$ cat src/rtl/forward.sv
// Sequential MLP inference engine. One multiply-accumulate per cycle walks
// every layer, applies a saturating ReLU, and leaves the packed per-layer
// activations plus the network output on registered ports.

package forward_pkg;
    // Upper bound on topology fields the offset helpers can walk.
    localparam int LS_CAP = 32;
    localparam int LS_W   = 16 * (LS_CAP + 1);

    // Width of activation layer k.
    function automatic int ls_field(input logic [LS_W-1:0] ls, input int k);
        return int'(ls[k*16 +: 16]);
    endfunction

    // Word offset of layer l inside the packed weight vector.
    function automatic int w_off(input logic [LS_W-1:0] ls, input int l);
        int s;
        s = 0;
        for (int m = 0; m < LS_CAP; m++)
            if (m < l) s += ls_field(ls, m) * ls_field(ls, m + 1);
        return s;
    endfunction

    // Word offset of layer l inside the packed bias vector.
    function automatic int b_off(input logic [LS_W-1:0] ls, input int l);
        int s;
        s = 0;
        for (int m = 0; m < LS_CAP; m++)
            if (m < l) s += ls_field(ls, m + 1);
        return s;
    endfunction

    // Word offset of activation layer k inside the packed activation vector.
    function automatic int a_off(input logic [LS_W-1:0] ls, input int k);
        int s;
        s = 0;
        for (int m = 0; m < LS_CAP + 1; m++)
            if (m < k) s += ls_field(ls, m);
        return s;
    endfunction
endpackage

module forward
    import forward_pkg::*;
#(
    parameter int MAX_LAYERS = 8,
    parameter int NUM_LAYERS = 2,
    parameter logic [(MAX_LAYERS+1)*16-1:0] LAYER_SIZES =
        {16'd0, 16'd0, 16'd0, 16'd0, 16'd0, 16'd0, 16'd1, 16'd3, 16'd2},
    localparam logic [LS_W-1:0] LS_EXT = LS_W'(LAYER_SIZES),
    localparam int L0            = ls_field(LS_EXT, 0),
    localparam int L_OUT         = ls_field(LS_EXT, NUM_LAYERS),
    localparam int TOTAL_WEIGHTS = w_off(LS_EXT, NUM_LAYERS),
    localparam int TOTAL_BIASES  = b_off(LS_EXT, NUM_LAYERS),
    localparam int TOTAL_ACTS    = a_off(LS_EXT, NUM_LAYERS + 1),
    localparam int AO_OUT        = a_off(LS_EXT, NUM_LAYERS)
) (
    input  logic                        clk,
    input  logic                        rst_n,
    input  logic                        start,
    input  logic [L0*16-1:0]            x,
    input  logic [TOTAL_WEIGHTS*16-1:0] w,
    input  logic [TOTAL_BIASES*16-1:0]  b,
    output logic [TOTAL_ACTS*16-1:0]    activations,
    output logic [L_OUT*16-1:0]         y,
    output logic                        busy,
    output logic                        done
);

    typedef enum logic [2:0] {
        IDLE       = 3'd0,
        INIT_LAYER = 3'd1,
        MAC        = 3'd2,
        STORE      = 3'd3,
        NEXT_LAYER = 3'd4,
        DONE_STATE = 3'd5
    } state_t;

    state_t state_q, state_d;

    logic [31:0] layer_q, layer_d;
    logic [31:0] i_q, i_d, j_q, j_d;
    logic [31:0] n_in_q, n_in_d, n_out_q, n_out_d;
    logic [31:0] wo_q, wo_d, bo_q, bo_d, ai_q, ai_d, ao_q, ao_d;
    logic signed [31:0] acc_q, acc_d;
    logic [TOTAL_ACTS*16-1:0] acts_q, acts_d;
    logic [L_OUT*16-1:0] y_q, y_d;
    logic busy_q, busy_d, done_q, done_d;

    logic [31:0] w_idx, a_idx, bn_idx, o_idx;
    logic [31:0] wo_now, bo_now, ai_now, ao_now, nin_now, nout_now;
    logic [15:0] w_word, a_word, bn_word, b0_word;
    logic signed [31:0] w_ext, a_ext, prod;

    // Shift accumulator down by the Q8.8 fraction, clamp negatives to zero and
    // saturate anything above the Q8.8 maximum.
    function automatic logic [15:0] relu_sat(input logic signed [31:0] a);
        logic signed [31:0] s;
        s = a >>> 8;
        if (s <= 0)
            return 16'h0000;
        else if (s > 32'sd32767)
            return 16'h7FFF;
        else
            return s[15:0];
    endfunction

    // Bias aligned to the Q16.16 accumulator scale.
    function automatic logic signed [31:0] bias_acc(input logic [15:0] bw);
        return {{8{bw[15]}}, bw, 8'h00};
    endfunction

    // Operand fetch: word indices for the current MAC term, the next bias and
    // the output slot, plus the per-layer geometry for the layer being entered.
    always_comb begin
        w_idx    = wo_q + i_q * n_in_q + j_q;
        a_idx    = ai_q + j_q;
        bn_idx   = bo_q + i_q + 32'd1;
        o_idx    = ao_q + i_q;
        wo_now   = 32'(w_off(LS_EXT, int'(layer_q)));
        bo_now   = 32'(b_off(LS_EXT, int'(layer_q)));
        ai_now   = 32'(a_off(LS_EXT, int'(layer_q)));
        ao_now   = 32'(a_off(LS_EXT, int'(layer_q) + 1));
        nin_now  = 32'(ls_field(LS_EXT, int'(layer_q)));
        nout_now = 32'(ls_field(LS_EXT, int'(layer_q) + 1));
        w_word   = w[w_idx*16 +: 16];
        a_word   = acts_q[a_idx*16 +: 16];
        bn_word  = b[bn_idx*16 +: 16];
        b0_word  = b[bo_now*16 +: 16];
        w_ext    = {{16{w_word[15]}}, w_word};
        a_ext    = {{16{a_word[15]}}, a_word};
        prod     = w_ext * a_ext;
    end

    // State and datapath registers; reset clears everything immediately.
    always_ff @(posedge clk or negedge rst_n) begin
        if (!rst_n) begin
            state_q <= IDLE;
            layer_q <= '0;
            i_q     <= '0;
            j_q     <= '0;
            n_in_q  <= '0;
            n_out_q <= '0;
            wo_q    <= '0;
            bo_q    <= '0;
            ai_q    <= '0;
            ao_q    <= '0;
            acc_q   <= '0;
            acts_q  <= '0;
            y_q     <= '0;
            busy_q  <= 1'b0;
            done_q  <= 1'b0;
        end else begin
            state_q <= state_d;
            layer_q <= layer_d;
            i_q     <= i_d;
            j_q     <= j_d;
            n_in_q  <= n_in_d;
            n_out_q <= n_out_d;
            wo_q    <= wo_d;
            bo_q    <= bo_d;
            ai_q    <= ai_d;
            ao_q    <= ao_d;
            acc_q   <= acc_d;
            acts_q  <= acts_d;
            y_q     <= y_d;
            busy_q  <= busy_d;
            done_q  <= done_d;
        end
    end

    // Next-state sequencing through layers, neurons and MAC terms.
    always_comb begin
        state_d = state_q;
        case (state_q)
            IDLE:       if (start) state_d = INIT_LAYER;
            INIT_LAYER: state_d = MAC;
            MAC:        if (j_q == n_in_q - 32'd1) state_d = STORE;
            STORE:      state_d = (i_q == n_out_q - 32'd1) ? NEXT_LAYER : MAC;
            NEXT_LAYER: state_d = (layer_q == 32'(NUM_LAYERS - 1)) ? DONE_STATE
                                                                  : INIT_LAYER;
            DONE_STATE: state_d = IDLE;
            default:    state_d = IDLE;
        endcase
    end

    // Datapath and status updates for each state.
    always_comb begin
        layer_d = layer_q;
        i_d     = i_q;
        j_d     = j_q;
        n_in_d  = n_in_q;
        n_out_d = n_out_q;
        wo_d    = wo_q;
        bo_d    = bo_q;
        ai_d    = ai_q;
        ao_d    = ao_q;
        acc_d   = acc_q;
        acts_d  = acts_q;
        y_d     = y_q;
        busy_d  = busy_q;
        done_d  = done_q;
        case (state_q)
            IDLE: begin
                done_d = 1'b0;
                if (start) begin
                    acts_d[L0*16-1:0] = x;
                    layer_d           = '0;
                    busy_d            = 1'b1;
                end
            end
            INIT_LAYER: begin
                n_in_d  = nin_now;
                n_out_d = nout_now;
                wo_d    = wo_now;
                bo_d    = bo_now;
                ai_d    = ai_now;
                ao_d    = ao_now;
                i_d     = '0;
                j_d     = '0;
                acc_d   = bias_acc(b0_word);
            end
            MAC: begin
                acc_d = acc_q + prod;
                j_d   = j_q + 32'd1;
            end
            STORE: begin
                acts_d[o_idx*16 +: 16] = relu_sat(acc_q);
                if (i_q != n_out_q - 32'd1) begin
                    i_d   = i_q + 32'd1;
                    j_d   = '0;
                    acc_d = bias_acc(bn_word);
                end
            end
            NEXT_LAYER: begin
                if (layer_q == 32'(NUM_LAYERS - 1))
                    y_d = acts_q[AO_OUT*16 +: L_OUT*16];
                else
                    layer_d = layer_q + 32'd1;
            end
            DONE_STATE: begin
                done_d = 1'b1;
                busy_d = 1'b0;
            end
            default: ;
        endcase
    end

    assign activations = acts_q;
    assign y           = y_q;
    assign busy        = busy_q;
    assign done        = done_q;

endmodule

$ cat config.mk
export PLATFORM = sky130hd
export DESIGN_NAME = forward
export DESIGN_NICKNAME = d
export VERILOG_FILES = /design/src/rtl/forward.sv
export SDC_FILE = /design/constraint.sdc
export NUM_CORES = 2
export LEC_CHECK = 0
export CORE_MARGIN = 5
export CORE_UTILIZATION = 30
export DETAILED_ROUTE_END_ITERATION = 8
export GPL_TIMING_DRIVEN = 0
export SETUP_SLACK_MARGIN = 0.15
export SLEW_MARGIN = 5
export SYNTH_ARGS = -nofsm -noshare
export SYNTH_HDL_FRONTEND = slang
export SYNTH_SLANG_ARGS = --single-unit
export TNS_END_PERCENT = 5
$ cat constraint.sdc
create_clock -name clk -period 14.15 [get_ports clk]
set_clock_uncertainty 0.2 [all_clocks]
set_input_delay 2.83 -clock clk [delete_from_list [all_inputs] [get_ports clk]]
set_output_delay 2.83 -clock clk [all_outputs]
set_load 0.02 [all_outputs]
==> run_results.csv <==
group,metric,value,unit
cells_and_area,seq_area,6530,um^2
placement,gp_congestion,0.930,
clocking,cts_hold_repair.buffers,0,
clocking,clkSinkCount,261,
clocking,clock_latency,0.59,ns
timing,fin_crit_sh,93.7,%
timing,slew_violations,0,
floorplan,die_w,324,um
clocking,cts_setup_buffers,0,
placement,dp_cells,4887,
setup_path,r2r-start,"i_q[0]",
cells_and_area,drive_gt1_share,7.39,%
timing,hold_violations,0,
synthesis,synth_edf_count,0,
floorplan,die_area,105000,um^2
setup_path,path_common_cell,"fa_1",
placement,numPortBuffers,356,
placement,dp_hpwl,89000,um
clocking,tritoncts,"done",
timing,timing.fmax,75.4,MHz
cells_and_area,nFillCells,9942,
cells_and_area,syn2layout_area_growth,21.4,%
synthesis,synthArstFlopShare,100,%
timing,tightestPinTransition,1.41,ns
detailed_routing,wirelength,108000,um
detailed_routing,drc,0,
setup_path,critPathMaxFanout,10,
detailed_routing,vias_per_cell,5.22,
cells_and_area,stdcell_count,4947,
grt,antenna_found_initial,6,
grt,grt_pass1_wl,164000,um
grt,grt_usage,20.3,%
grt,overflow,0,
timing,worst_slack,0.891,ns
setup_path,cp-end-kind,"flop",
timing,rsz0062_at_grt,"false",
detailed_routing,first_pass_iters,5,
min_path,hp-class,"reg -> reg",
setup_path,crit_start,"i_q[0]",
clocking,clockBufferDepth,3,
clocking,numCtsBuffers,30,
placement,place_worst_setup_slack,0.880,ns
run_status,status,"complete, no violations",
synthesis,yosysSeqAreaShare,22.1,%
clocking,htree_levels,1,
setup_path,worstPathBufferInverterCount,14,
synthesis,synthFlopType,"dfrtp_1",
synthesis,syn_inst,3239,
synthesis,synth_top_cell_area_share,22.1,%
floorplan,core_area,98000,um^2
synthesis,synth_top_cell_by_area,"dfrtp_1",
timing,fin_crit,13.26,ns
timing,setup_viol_count_final,0,
cells_and_area,multi_input_area,20800,um^2
synthesis,synth_area,29500,um^2
floorplan,io_pins,357,
setup_path,worstPathRequired,14.41,ns
setup_path,worstPathArrival,13.52,ns
floorplan,fp.dieH,324,um
grt,grt_pass1_vias,25800,
setup_path,cpPeakStageDelay,0.69,ns
synthesis,ys_top_cells_by_area,"dfrtp_1 22%, fa_1 21%, mux4_2 6.1%",
clocking,cts_root_buffer,"clkbuf_16",
flow_run,cap_violations,0,
synthesis,ys_warn_count,0,
grt,grt_max_degree,92,
synthesis,ys_ff_latch,261,
detailed_routing,drtIter0Drc,2264,
floorplan,num_rows,115,
setup_path,path_delay_family,"adder cells",
clocking,path_clk_slew,0.07,ns
timing,max-slew-margin-rel,6.13,%
setup_path,startpoint_type,"flop",
detailed_routing,ant_nets,0,
setup_path,crit_slowest_cell,"a2111oi_0",
cells_and_area,nets,4326,
detailed_routing,drt-wirelength-per-cell,21.9,um
clocking,ctsResizeCount,0,
synthesis,synth.avg_cell_area,9.11,um^2
setup_path,path_class,"reg -> reg",
min_path,hold_path.startpoint,"ao_q[0]",
detailed_routing,vias,25800,
synthesis,synth.distinct_cells,82,
floorplan,initial_utilization,30.1,%
[cells in the mapped netlist, drive strengths merged (6+ instances only)]
cell type / number
xor2: 64
o21a: 8
a22o: 9
and4: 13
nand2: 279
inv: 403
clkbuf: 164
and2: 46
a21o: 33
o2111ai: 6
nor2b: 33
or4: 8
mux4: 80
nor4: 35
nand3: 73
nor3: 75
o31a: 19
mux2: 81
xnor2: 92
mux2i: 39
fa: 308
a41oi: 17
a31oi: 12
a221oi: 15
a21boi: 7
or3: 34
ha: 143
a2111oi: 7
o22ai: 12
nor2: 363
or2: 37
o21ai: 154
nand4: 42
nand2b: 20
buf: 21
and3: 24
a21oi: 110
o31ai: 15
nor3b: 7
dfrtp: 261
a211oi: 10
o21bai: 9
nor4b: 6
[registers in the layout, indices dropped and copies added (netlist names)]
name / cells
acc_q: 32
activations: 96
ai_q: 4
ao_q: 4
bo_q: 1
busy: 1
done: 1
i_q: 32
j_q: 32
layer_q: 32
n_in_q: 2
n_out_q: 2
state_q: 3
wo_q: 3
y: 16
[tightest hold or removal path, stage by stage, from the launching register on]
cell     delay, ns
dfrtp_1       0.35
nand2_1       0.05
nand2_1       0.05
[logic make-up after synthesis]
family | synth area share [%]
adders and majority gates | 26.9
xor gates and xnor gates | 4.63
other | 0.0127
DFF | 22.1
muxes | 10.5
buffers and inverters | 7.51
AOI/OAI and AO/OA | 10.5
and+or+nand+nor | 17.7
[cells in the final DEF, fill, tap and decap left out, drive strengths merged, types with 12 or more instances in the layout]
cell type	count
a21o	33
a21oi	110
a221oi	15
a31oi	12
a41oi	17
and2	46
and3	24
and4	13
buf	25
clkbuf	207
clkdlybuf4s50	355
dfrtp	261
fa	308
ha	143
inv	404
mux2	81
mux2i	39
mux4	80
nand2	279
nand2b	20
nand3	73
nand4	42
nor2	363
nor2b	33
nor3	75
nor4	35
o21ai	154
o22ai	12
o31a	19
o31ai	15
or2	37
or3	34
xnor2	92
xor2	64
[cell type report]
type / instances / share of cell area (%)
clock buffers: 43 / 2.49
flip-flops and latches: 261 / 18.2
repair buffers: 359 / 10.1
diodes: 8 / 0.0559
well taps: 1287 / 4.49
inverters: 403 / 4.22
clock inverters: 9 / 0.384
multi-input cells: 2392 / 58.0
plain buffers: 185 / 1.98
[metal layers]
metal | share of wire, % | wire length (um) | vias to the layer above | GRT usage [%]
met5 | 0 | 0 | - | 0
met4 | 2.9 | 3110 | 0 | 5.77
met3 | 9.1 | 9840 | 136 | 3.95
met2 | 44 | 47900 | 1097 | 31.8
met1 | 44 | 47600 | 12900 | 28.8
li1 | - | - | 11700 | -
[path summary, 6_finish.rpt]
kind                       cells past startpoint         to  slack (ns)
setup / recovery                              43  acc_q[31]        0.89
hold / removal                                 2    ao_q[0]        0.29
setup reg to reg                              43  acc_q[31]        0.89
hold reg to reg                                2    ao_q[0]        0.29
max in group asynchronous                      3    i_q[22]       10.28
min in group asynchronous                      1       y[4]        2.02
[stage by stage]
| step | setup TNS (ns) | hold WS, ns | cell area [um^2] | util (%) |
|---|---|---|---|---|
| CTS | 0 | 0.288 | 35800 | 36.5 |
| finish | 0 | 0.286 | 35800 | 36.6 |
| floorplan | 0 | 0.243 | 29500 | - |
| global route | 0 | 0.297 | 35800 | 36.6 |
| detailed placement | 0 | 0.274 | 34800 | 35.5 |
| global placement | -557.31 | 0.264 | 34700 | 35.4 |
Power is not shown: default switching activity piles up to over one toggle a cycle in this logic, so the estimate is an artifact.
